<file path="src/rtl/adder_arbiter.sv">
// rtl/adder_arbiter.sv - round-robin arbiter sharing one adder among NREQ requesters
module adder_arbiter #(
    parameter int NREQ    = 4,
    parameter int WIDTH   = 32,
    parameter int LATENCY = 1,
    localparam int IDW    = (NREQ > 1) ? $clog2(NREQ) : 1
) (
    input  logic                    aclk,
    input  logic                    arstn,
    input  logic                    srst,
    input  logic [NREQ-1:0]         req_valid,
    output logic [NREQ-1:0]         req_ready,
    input  logic [NREQ*WIDTH-1:0]   req_a,
    input  logic [NREQ*WIDTH-1:0]   req_b,
    output logic                    rsp_valid,
    input  logic                    rsp_ready,
    output logic [WIDTH-1:0]        rsp_c,
    output logic [IDW-1:0]          rsp_id,
    output logic                    busy
);

    typedef enum logic [1:0] {ST_IDLE, ST_EXEC, ST_RESP} state_t;

    state_t           state_q;
    state_t           state_d;
    logic [IDW-1:0]   ptr_q;
    logic [IDW-1:0]   id_q;
    logic [IDW-1:0]   grant_idx;
    logic [IDW-1:0]   cand;
    logic             grant_found;
    logic             capture;
    logic [WIDTH-1:0] op_a_q;
    logic [WIDTH-1:0] op_b_q;
    logic [WIDTH-1:0] sum;

    // Rotating-priority search: first requester at or after ptr, wrapping.
    always_comb begin
        grant_found = 1'b0;
        grant_idx   = '0;
        cand        = '0;
        for (int k = 0; k < NREQ; k++) begin
            cand = IDW'((int'(ptr_q) + k) % NREQ);
            if (!grant_found && req_valid[cand]) begin
                grant_found = 1'b1;
                grant_idx   = cand;
            end
        end
    end

    assign capture = (state_q == ST_IDLE) && grant_found && !srst;

    always_ff @(posedge aclk or negedge arstn) begin
        if (!arstn) begin
            state_q <= ST_IDLE;
        end else if (srst) begin
            state_q <= ST_IDLE;
        end else begin
            state_q <= state_d;
        end
    end

    always_comb begin
        state_d = state_q;
        case (state_q)
            ST_IDLE: if (capture) state_d = (LATENCY == 0) ? ST_RESP : ST_EXEC;
            ST_EXEC: state_d = ST_RESP;
            ST_RESP: if (rsp_ready) state_d = ST_IDLE;
            default: state_d = ST_IDLE;
        endcase
    end

    always_comb begin
        req_ready = '0;
        if (capture) req_ready[grant_idx] = 1'b1;
        rsp_valid = (state_q == ST_RESP);
        busy      = (state_q != ST_IDLE);
    end

    // Operand registers feed the adder and hold until the response is taken.
    always_ff @(posedge aclk or negedge arstn) begin
        if (!arstn) begin
            ptr_q  <= '0;
            id_q   <= '0;
            op_a_q <= '0;
            op_b_q <= '0;
        end else if (srst) begin
            ptr_q  <= '0;
            id_q   <= '0;
            op_a_q <= '0;
            op_b_q <= '0;
        end else if (capture) begin
            op_a_q <= req_a[grant_idx*WIDTH +: WIDTH];
            op_b_q <= req_b[grant_idx*WIDTH +: WIDTH];
            id_q   <= grant_idx;
            ptr_q  <= (grant_idx == IDW'(NREQ - 1)) ? '0 : grant_idx + 1'b1;
        end
    end

    generate
        if (LATENCY == 0) begin : g_add_comb
            assign sum = op_a_q + op_b_q;
        end else begin : g_add_reg
            logic [WIDTH-1:0] sum_q;
            always_ff @(posedge aclk or negedge arstn) begin
                if (!arstn) begin
                    sum_q <= '0;
                end else if (srst) begin
                    sum_q <= '0;
                end else begin
                    sum_q <= op_a_q + op_b_q;
                end
            end
            assign sum = sum_q;
        end
    endgenerate

    assign rsp_c  = sum;
    assign rsp_id = id_q;

endmodule

</file>
<file path="config.mk">
export PLATFORM = sky130hd
export DESIGN_NAME = adder_arbiter
export DESIGN_NICKNAME = d
export VERILOG_FILES = /design/src/rtl/adder_arbiter.sv
export SDC_FILE = /design/constraint.sdc
export NUM_CORES = 1
export LEC_CHECK = 0
export BUFFER_PORTS_ARGS = -buffer_cell sky130_fd_sc_hd__clkbuf_2
export CAP_MARGIN = 20
export CORE_UTILIZATION = 50
export CTS_CLUSTER_DIAMETER = 60
export DETAILED_ROUTE_END_ITERATION = 7
export PLACE_DENSITY = 0.88
export SYNTH_ARGS = -nofsm -noshare
export SYNTH_HDL_FRONTEND = slang
export SYNTH_SLANG_ARGS = --single-unit
</file>
<file path="constraint.sdc">
create_clock -name aclk -period 3.2 [get_ports aclk]
set_input_delay 0.64 -clock aclk [delete_from_list [all_inputs] [get_ports aclk]]
set_output_delay 0.64 -clock aclk [all_outputs]
set_load 0.05 [all_outputs]
</file>
==> run_results.csv <==
group,metric,value,unit
setup_path,reg2reg_depth,9,
cts,clock_sinks,102,
setup_path,r2r_end,"rsp_c[30]",
timing,hold_violations,0,
job,cap_violations,0,
global_route,antenna_found_initial,0,
global_route,grt_overflow_total,0,
global_route,grt_max_degree,128,
synth,synthSimpleGateAreaFrac,22.2,%
timing,skew,0.0107,ns
synth,synth_edf_count,0,
die,fp.dieH,125,um
setup_path,cp-end-kind,"output port",
layout,final.fill_count,1346,
pwr,cellPowerDensity,549,nW/um2
die,start_util,51.6,%
timing,fin_crit,2.98,ns
die,die_x,125,um
global_route,grt_pass1_vias,7494,
timing,grt_setup_unrepaired,"no",
die,io_pins,304,
cts,clkSlewWorstSetupHoldPaths,0.07,ns
setup_path,path_class,"reg -> out",
place,portBuffers,303,
layout,area.growth.synth_to_final,21.6,%
layout,mostFrequentLayoutCells,"clkbuf_2 (301), nand2_1 (276), a21oi_1 (160), dfrtp_1 (102), a211o_1 (64)",
detailed_routing,ant_nets,0,
status,status,"finished with violations",
detailed_routing,vias,7929,
synth,synthAdderAreaFrac,6.06,%
cts,clkLatencyLatePin,0.36,ns
pwr,p_leak,5.25,nW
setup_path,arrival,2.34,ns
cts,holdBufCountCts,0,
timing,fin_crit_sh,93.0,%
layout,utilization,62.7,%
cts,clk_path_buf_depth,2,
min_path,hold_path_class,"in -> async",
synth,synth_xor_area_share,1.04,%
synth,async_flop_share,100,%
timing,setup_viol,0,
die,coreArea,14600,um2
synth,avgSynthCellArea,8.03,um2
setup_path,worst_ep_required_time,2.56,ns
synth,synthCells,941,
cts,cts_buffers,9,
detailed_routing,routedWlPerCell,16.9,um
global_route,grt.total_usage,30.9,%
synth,syn-num-nets,1241,
synth,synth_top_flop_cell,"dfrtp_1",
timing,final-max-slew-violation-count,0,
setup_path,slowest_stage,"dfrtp_1",
cts,cts_tree,"done",
cts,postCtsSetupBuffers,0,
global_route,grt_pass1_wl,38.0,mm
layout,n_antenna_cell,0,
synth,muxShareOfSynthArea,2.53,%
layout,final_common_cell,"clkbuf_2",
synth,ys_ff_latch,102,
detailed_routing,drc,14,
pwr,irDropWorstVdd,0.291,mV
status,violations,"design-rule violations",
setup_path,critPathLaunchType,"flop",
timing,maxSlewHeadroom,55.1,%
synth,yosysWarnings,0,
die,design.die.area,15600,um2
synth,ys_seq_area_share,33.8,%
detailed_routing,wl,23.6,mm
place,hpwl,18.0,mm
synth,ys_types,59,
layout,nNetsFinal,1507,
die,rows,44,
setup_path,path_cells,"mux2_4 > a221oi_4 > inv_1 > ha_1 > and2_1 > clkbuf_2",
timing,fmaxAchievable,0.336,GHz
cts,cts-root-buf,"clkbuf_16",
synth,synth_top_family_by_area,"compound AO/OA/AOI/OAI gates",
cts,htree_levels,3,
synth,synth_area,7550,um2
setup_path,r2r-start,"op_a_q[0]",
setup_path,slowest_delay,0.49,ns
detailed_routing,drt-initial-drc-count,585,
layout,drive_gt1_share,29.5,%
synth,synth_compound_area_share,26.0,%
timing,tightest_slew,0.673,ns
cts,cts.repair.resized,0,
place,place.gp.congestion,0.913,
setup_path,rrSetupSlack,0.60,ns
detailed_routing,dr.pass1.iters,7,
timing,fin_tns_setup,0,ns
detailed_routing,via_per_inst,5.68,
setup_path,crit_fanout,7,
state kept, by name, indices dropped and copies added (netlist names):
name,flops
state_q,2
rsp_id,2
rsp_c,32
op_a_q,32
op_b_q,32
ptr_q,2
cell usage after synthesis (5+ instances only):
cell / n / area (um2)
buf_2: 6 / 30.0
nor3_1: 17 / 85.1
a21oi_1: 160 / 801
a211o_1: 64 / 561
nand3_1: 5 / 25.0
nand2_1: 276 / 1040
dfrtp_1: 102 / 2550
o21a_1: 7 / 52.6
a21boi_0: 9 / 67.6
mux2_2: 13 / 146
nor2_1: 47 / 176
o21ai_0: 19 / 95.1
a31oi_1: 7 / 43.8
ha_1: 35 / 438
o211ai_1: 5 / 37.5
nand4_1: 6 / 37.5
a21o_1: 7 / 52.6
inv_1: 17 / 63.8
xnor2_1: 5 / 43.8
nor2b_1: 17 / 106
a211oi_1: 6 / 45.0
clkbuf_1: 13 / 48.8
buf_8: 6 / 90.1
and2_1: 6 / 37.5
and3_1: 5 / 31.3
clkbuf_8: 23 / 317
power breakdown:
part           leakage, nW  internal (mW)  switching, mW
Combinational         3.75          0.770           1.45
Sequential            1.36           1.53          0.171
Clock                0.144          0.611          0.506
Total                 5.25           2.91           2.13
worst max-delay path, delay by kind of cell (launching register included):
family | cells | cell delay (ns)
AO/OA/AOI/OAI | 1 | 0.43
adder cells (fa/ha/maj) | 1 | 0.22
buffers and inverters | 2 | 0.36
flip-flops | 1 | 0.49
multiplexers | 1 | 0.34
AND/OR/NAND/NOR | 1 | 0.13
per-layer routing:
metal	global-route usage (%)	vias up	routed length, um
li1	-	3826	-
met1	44.0	3677	10600
met2	48.1	391	10500
met3	5.97	35	1980
met4	8.18	0	444
met5	0	-	0
kinds of logic after synthesis:
family,count (synthesis)
AO/OA/AOI/OAI,307
XOR/XNOR,9
adder cells (fa/ha/maj),36
buffers and inverters,74
flip-flops,102
multiplexers,17
AND/OR/NAND/NOR,396
layout make-up:
type | instances | area (um2) | area share, %
well taps | 184 | 230 | 2.51
inverters | 17 | 66.3 | 0.722
flip-flops and latches | 102 | 2550 | 27.8
repair buffers | 312 | 1660 | 18.1
multi-input cells | 765 | 4380 | 47.7
clock inverters | 5 | 57.6 | 0.627
clock buffers | 11 | 233 | 2.53
stage by stage:
stage                     area [um2]  setup slack (ns)  hold slack [ns]  total power [mW]  cells
after floorplan                 7550             0.564            0.344              3.34    941
after global placement          8890             0.432            0.474              3.89   1380
after detailed placement        8890             0.363            0.483              3.91   1380
final                           9180             0.223            0.312              5.04   1396
after global routing            9180             0.155            0.348              5.34   1396
after CTS                       9180             0.255            0.343              5.03   1396
worst max-delay path by stage:
stage          slack [ns]         start            to  depth (start not counted)
2_1_floorplan        0.56  req_valid[0]  req_ready[1]                          8
3_3_place_gp         0.43  req_valid[2]  req_ready[0]                          7
3_5_place_dp         0.36  req_valid[2]  req_ready[2]                          7
4_1_cts              0.26      ptr_q[1]  req_ready[2]                          6
5_1_grt              0.16      ptr_q[1]  req_ready[2]                          6
6_report             0.22      ptr_q[1]  req_ready[2]                          6
Power figures use the tool's default switching activity.
